--- src/rtl/uart_program_loader_pkg.sv ---
// Shared definitions for the UART program loader.
// Holds the loader FSM and receiver FSM state encodings plus the size of
// the little-endian length header that precedes every program image.
package uart_program_loader_pkg;

    typedef enum logic [2:0] {
        LD_WAIT_LEN,
        LD_LOAD,
        LD_START,
        LD_RUN,
        LD_ERROR
    } loader_state_t;

    typedef enum logic [1:0] {
        RX_IDLE,
        RX_START,
        RX_DATA,
        RX_STOP
    } rx_state_t;

    localparam int LEN_BYTES = 4;

endpackage

--- src/rtl/uart_rx.sv ---
// 8N1 UART receiver with a two-flop input synchroniser.
// Ports:
//   clk        - system clock, rising edge
//   reset      - asynchronous, active-low reset
//   uart_rx    - serial line, idle high, asynchronous to clk
//   rx_byte    - last correctly framed byte (valid with byte_valid)
//   byte_valid - one-cycle strobe, stop bit sampled high
//   frame_err  - one-cycle strobe, stop bit sampled low (byte dropped)
module uart_rx
    import uart_program_loader_pkg::*;
#(
    parameter int CLKS_PER_BIT = 868
) (
    input  logic       clk,
    input  logic       reset,
    input  logic       uart_rx,
    output logic [7:0] rx_byte,
    output logic       byte_valid,
    output logic       frame_err
);

    localparam int CW   = $clog2(CLKS_PER_BIT);
    localparam int HALF = CLKS_PER_BIT / 2;

    logic          sync_1;
    logic          sync_2;
    rx_state_t     state;
    logic [CW-1:0] cnt;
    logic [2:0]    bit_idx;
    logic [7:0]    shift;

    // Synchroniser resets to the idle level so reset never looks like a start bit.
    always_ff @(posedge clk or negedge reset) begin
        if (!reset) begin
            sync_1 <= 1'b1;
            sync_2 <= 1'b1;
        end else begin
            sync_1 <= uart_rx;
            sync_2 <= sync_1;
        end
    end

    // Receiver FSM: the half-bit wait in START moves every later sample to
    // the centre of its bit; a start bit that is gone by then is a glitch.
    always_ff @(posedge clk or negedge reset) begin
        if (!reset) begin
            state      <= RX_IDLE;
            cnt        <= '0;
            bit_idx    <= '0;
            shift      <= '0;
            rx_byte    <= '0;
            byte_valid <= 1'b0;
            frame_err  <= 1'b0;
        end else begin
            byte_valid <= 1'b0;
            frame_err  <= 1'b0;
            case (state)
                RX_IDLE: begin
                    cnt <= '0;
                    if (!sync_2) begin
                        state <= RX_START;
                    end
                end
                RX_START: begin
                    if (cnt == CW'(HALF - 1)) begin
                        cnt     <= '0;
                        bit_idx <= '0;
                        state   <= sync_2 ? RX_IDLE : RX_DATA;
                    end else begin
                        cnt <= cnt + CW'(1);
                    end
                end
                RX_DATA: begin
                    if (cnt == CW'(CLKS_PER_BIT - 1)) begin
                        cnt   <= '0;
                        shift <= {sync_2, shift[7:1]};
                        if (bit_idx == 3'd7) begin
                            state <= RX_STOP;
                        end else begin
                            bit_idx <= bit_idx + 3'd1;
                        end
                    end else begin
                        cnt <= cnt + CW'(1);
                    end
                end
                RX_STOP: begin
                    if (cnt == CW'(CLKS_PER_BIT - 1)) begin
                        cnt   <= '0;
                        state <= RX_IDLE;
                        if (sync_2) begin
                            byte_valid <= 1'b1;
                            rx_byte    <= shift;
                        end else begin
                            frame_err <= 1'b1;
                        end
                    end else begin
                        cnt <= cnt + CW'(1);
                    end
                end
                default: state <= RX_IDLE;
            endcase
        end
    end

endmodule

--- src/rtl/uart_program_loader.sv ---
// Loads a program image received over UART into memory, then runs the CPU.
// Frame: 4-byte little-endian length, then that many payload bytes.
// Ports:
//   clk            - system clock, rising edge
//   reset          - asynchronous, active-low reset
//   uart_rx        - serial input, idle high
//   programAddress - byte address of the current write
//   programByte    - data of the current write
//   programWrEn    - one-cycle write strobe
//   startProgram   - high once the image is loaded, then stays high
//   cpu_reset      - active-high CPU reset, released one cycle after start
//   load_error     - sticky error flag
//   bytes_loaded   - payload bytes written so far
module uart_program_loader
    import uart_program_loader_pkg::*;
#(
    parameter int CLKS_PER_BIT = 868,
    parameter int MAX_LEN      = 1048576
) (
    input  logic        clk,
    input  logic        reset,
    input  logic        uart_rx,
    output logic [31:0] programAddress,
    output logic [7:0]  programByte,
    output logic        programWrEn,
    output logic        startProgram,
    output logic        cpu_reset,
    output logic        load_error,
    output logic [31:0] bytes_loaded
);

    logic [7:0]    rx_byte;
    logic          byte_valid;
    logic          frame_err;
    loader_state_t state;
    logic [31:0]   len;
    logic [1:0]    len_idx;
    logic [31:0]   next_len;
    logic [31:0]   next_count;

    uart_rx #(
        .CLKS_PER_BIT(CLKS_PER_BIT)
    ) u_rx (
        .clk       (clk),
        .reset     (reset),
        .uart_rx   (uart_rx),
        .rx_byte   (rx_byte),
        .byte_valid(byte_valid),
        .frame_err (frame_err)
    );

    // Header bytes arrive LSB first, so each one shifts in from the top.
    assign next_len   = {rx_byte, len[31:8]};
    assign next_count = bytes_loaded + 32'd1;

    // Loader FSM: START lasts one cycle so the CPU sees the memory in run
    // mode while still held in reset; RUN and ERROR are terminal.
    always_ff @(posedge clk or negedge reset) begin
        if (!reset) begin
            state          <= LD_WAIT_LEN;
            len            <= '0;
            len_idx        <= '0;
            programAddress <= '0;
            programByte    <= '0;
            programWrEn    <= 1'b0;
            startProgram   <= 1'b0;
            cpu_reset      <= 1'b1;
            load_error     <= 1'b0;
            bytes_loaded   <= '0;
        end else begin
            programWrEn <= 1'b0;
            case (state)
                LD_WAIT_LEN: begin
                    if (frame_err) begin
                        state      <= LD_ERROR;
                        load_error <= 1'b1;
                    end else if (byte_valid) begin
                        len     <= next_len;
                        len_idx <= len_idx + 2'd1;
                        if (len_idx == 2'(LEN_BYTES - 1)) begin
                            if (next_len == 32'd0) begin
                                state <= LD_START;
                            end else if (next_len > 32'(MAX_LEN)) begin
                                state      <= LD_ERROR;
                                load_error <= 1'b1;
                            end else begin
                                state <= LD_LOAD;
                            end
                        end
                    end
                end
                LD_LOAD: begin
                    if (frame_err) begin
                        state      <= LD_ERROR;
                        load_error <= 1'b1;
                    end else if (byte_valid) begin
                        programWrEn    <= 1'b1;
                        programByte    <= rx_byte;
                        programAddress <= bytes_loaded;
                        bytes_loaded   <= next_count;
                        if (next_count == len) begin
                            state <= LD_START;
                        end
                    end
                end
                LD_START: begin
                    if (frame_err) begin
                        state      <= LD_ERROR;
                        load_error <= 1'b1;
                    end else begin
                        startProgram <= 1'b1;
                        state        <= LD_RUN;
                    end
                end
                LD_RUN: begin
                    startProgram <= 1'b1;
                    cpu_reset    <= 1'b0;
                end
                LD_ERROR: begin
                    load_error   <= 1'b1;
                    cpu_reset    <= 1'b1;
                    startProgram <= 1'b0;
                end
                default: begin
                    state      <= LD_ERROR;
                    load_error <= 1'b1;
                end
            endcase
        end
    end

endmodule

--- config.mk ---
export PLATFORM = sky130hd
export DESIGN_NAME = uart_program_loader
export DESIGN_NICKNAME = d
export VERILOG_FILES = /design/src/rtl/uart_program_loader_pkg.sv /design/src/rtl/uart_rx.sv /design/src/rtl/uart_program_loader.sv
export SDC_FILE = /design/constraint.sdc
export NUM_CORES = 1
export LEC_CHECK = 0
export CAP_MARGIN = 20
export CORE_ASPECT_RATIO = 1.75
export CORE_MARGIN = 10
export CORE_UTILIZATION = 50
export DETAILED_ROUTE_END_ITERATION = 6
export PLACE_DENSITY_LB_ADDON = 0.3
export SLEW_MARGIN = 10
export SYNTH_ARGS = -nofsm -noshare
export SYNTH_HDL_FRONTEND = slang
export SYNTH_SLANG_ARGS = --single-unit
--- constraint.sdc ---
create_clock -name clk -period 3 [get_ports clk]
set_input_delay 0.45 -clock clk [delete_from_list [all_inputs] [get_ports clk]]
set_output_delay 0.45 -clock clk [all_outputs]
set_load 0.02 [all_outputs]
==> metrics <==
worst hold path class=reg2reg; max-cap check violation count=0; P_leak=4.19 nW; largest net degree at the start of global routing=56; CP endpoint kind=register; final hold violation count=0; port bufs=78; register area=3710 µm²; Power Density=about 480 nW/µm²; Routed WL=18500 µm; setup TNS=0 ns; Worst-Margin Slew=0.669 ns; Post-Syn Instances=681; top cell type by total area after synthesis=dfrtp_1; Seq cells post-synth=148; gr ovfl total=0; fillers=1149; GR peak layer=met2; Worst Clk Skew=about 0.0085 ns; Post-synth top flop=dfrtp_1; Die Height=177 µm; RSZ-0062 raised after global routing=no; crit-path most repeated cell=and3_1; Synth top area share=slightly above 50%; Placer Congestion=0.907; Slowest cell on crit path=or4b_1; peak supply drop=around 0.00037 V; Antenna diodes=0; clock tree buffer depth=2; Req. time, crit path=between 3 and 4 ns; Detailed Routing Iterations Pass 1=4; vias in the first global route=5728; Crit Path Max Fanout=8; GRT Total Usage=approximately 20%; Final Net Count=between 700 and 800; CP max stage delay=around 0.53 ns; WP data arrival=3.12 ns; crit path cell chain=ha_1, and3_1, and3_1, and3_1, or4b_1, a2111oi_2, nand4_1, o31ai_2; via count of the routed design=approximately 5300; Post-synth top cells=145 x dfrtp_1, 145 x nand2_1, 58 x xnor2_1; global-route wire length before repair=29600 µm; initial antenna violation count=0; register area share after synthesis=52.3%; syn_nets=approximately 690; H-tree Lvls=4; Hold Slack=approximately 0.36 ns; TritonCTS Sinks=between 100 and 150; die area=19500 µm²; post-route ant nets=0; DIE WIDTH=110 µm; ratio of cells with drive above 1 in the final layout=16.6%; Core Area=13900 µm²; clock slew at reported path FFs=0.06 ns; multi-input logic area=around 3200 µm²; met3 usage=around 3.6%; root buf cell=clkbuf_16; Crit Path Class=reg2reg; Initial Utilization=50.9%; Fmax=between 300 and 400 MHz; synth top area cells=dfrtp_1 51%, mux2_2 8.4%, nand2_1 7.7%; warning count from the yosys run=0; Final min period=~2.8 ns; Boundary Pins=79; Final Max Slew Viols=0; Setup-failing EPs final=0; Clock Latency Late Sink=0.42 ns; Synth cell types=53; CP Launch Type=register; clock buffer count from CTS=17; Avg Cell Area, Syn=10.4 µm²; async set-reset flop share out of synthesis=100%; Post-synth EDFFs=0; status=completed; DR WL/cell=19.1 µm; drt initial violations=184; HPWL Detailed=14000 µm; drt drc=0; met1 GRT Util=between 20% and 30%; max_slew headroom=between 50% and 60%; Rows=57; P&R area growth vs syn=24.0%; met2 usage=36.5%; Final Cycle Share=93.2%; CTS tree=done; Mapped Area=7080 µm²; vias per cell=roughly 5.5
flip-flops by register name, summed over array words and instances, names as in the netlist, 2 cells and up, named ones only:
| register | flops |
|---|---|
| programByte | 8 |
| u_rx.rx_byte | 8 |
| state | 3 |
| u_rx.shift | 8 |
| u_rx.cnt | 10 |
| programAddress | 32 |
| len_idx | 2 |
| bytes_loaded | 32 |
| len | 32 |
| u_rx.bit_idx | 3 |
logic make-up (layout without fill, tap and decap cells):
family | Yosys count | in the layout | share of synthesized area (%)
buffers and inverters | 42 | 152 | 2.60
XOR/XNOR | 87 | 87 | 10.8
AND/OR/NAND/NOR | 301 | 301 | 20.3
AO/OA/AOI/OAI | 41 | 41 | 4.08
flip-flops | 148 | 148 | 52.3
multiplexers | 55 | 55 | 8.71
adder cells (fa/ha/maj) | 7 | 7 | 1.24
critical path: cells and delay by family (launching register included):
kind / cells / cell delay (ns)
adder cells (fa/ha/maj): 1 / 0.28
flip-flops: 1 / 0.49
AO/OA/AOI/OAI: 2 / 0.60
AND/OR/NAND/NOR: 5 / 1.35
placed cells by master, fill, tap and decap left out, types with 3 or more instances in the layout:
cell type | synthesis | layout
nand2_1 | 145 | 145
dfrtp_1 | 145 | 145
clkdlybuf4s50_1 | 0 | 77
xnor2_1 | 58 | 58
mux2_2 | 53 | 53
nor2_1 | 40 | 40
xor2_1 | 29 | 29
buf_4 | 3 | 27
nand4_1 | 21 | 21
nor4_1 | 19 | 19
nand3_1 | 20 | 19
clkbuf_16 | 0 | 17
nor3_1 | 13 | 13
inv_1 | 12 | 12
a21oi_1 | 12 | 12
and3_1 | 9 | 9
and2_1 | 7 | 7
o21ai_0 | 7 | 7
ha_1 | 7 | 7
and4_1 | 6 | 6
nand2b_1 | 4 | 4
clkinvlp_4 | 0 | 4
inv_6 | 0 | 4
a31oi_1 | 3 | 3
a31o_2 | 3 | 3
nor2b_1 | 3 | 3
or2_2 | 3 | 3
dfstp_2 | 3 | 3
stage by stage:
step	instance area [µm²]	instances	util, %	setup slack, ns	total power [mW]
floorplan	7080	681	-	0.440	2.04
finish	8780	968	63.2	0.205	4.19
global route	8780	968	63.2	0.0621	4.32
global placement	8160	932	58.6	0.347	2.08
CTS	8760	965	63.0	0.195	4.23
detailed placement	8160	932	58.6	0.194	2.09
layer usage:
metal | vias to the layer above | part of all wire, %
met5 | - | 0
met4 | 0 | 3.5
met3 | 40 | 4.0
met2 | 138 | 56
met1 | 2655 | 36
li1 | 2516 | -
cell type report:
cell class / count / area share (%)
Clock inverter: 15 / 1.94
Tap cell: 177 / 2.52
Inverter: 13 / 0.556
Sequential cell: 148 / 42.2
Timing Repair Buffer: 107 / 11.6
Clock buffer: 17 / 4.84
Multi-Input combinational cell: 491 / 36.4
final timing paths:
kind	end	from	cells after the start	slack, ns
hold reg to reg	u_rx.sync_2	u_rx.sync_1	0	0.36
hold / removal	u_rx.sync_2	u_rx.sync_1	0	0.36
setup reg to reg	state[1]	bytes_loaded[0]	8	0.20
setup / recovery	state[1]	bytes_loaded[0]	8	0.20
min in group asynchronous	bytes_loaded[10]	reset	2	0.47
max in group asynchronous	programAddress[27]	reset	3	1.79
where the power goes:
group / internal, mW / total, mW / switching, mW
clock network: 1.25 / 2.14 / 0.897
logic: 0.00814 / 0.0478 / 0.0397
registers: 2.00 / 2.00 / 0.00132
repair_timing:
item                       in CTS  in global routing
hold buffers                    1                  0
setup buffers                   0                  3
gates resized for setup         0                  0
setup endpoints to repair       0                  1
hold endpoints to repair       25                  0
(Power assumes the default switching activity.)
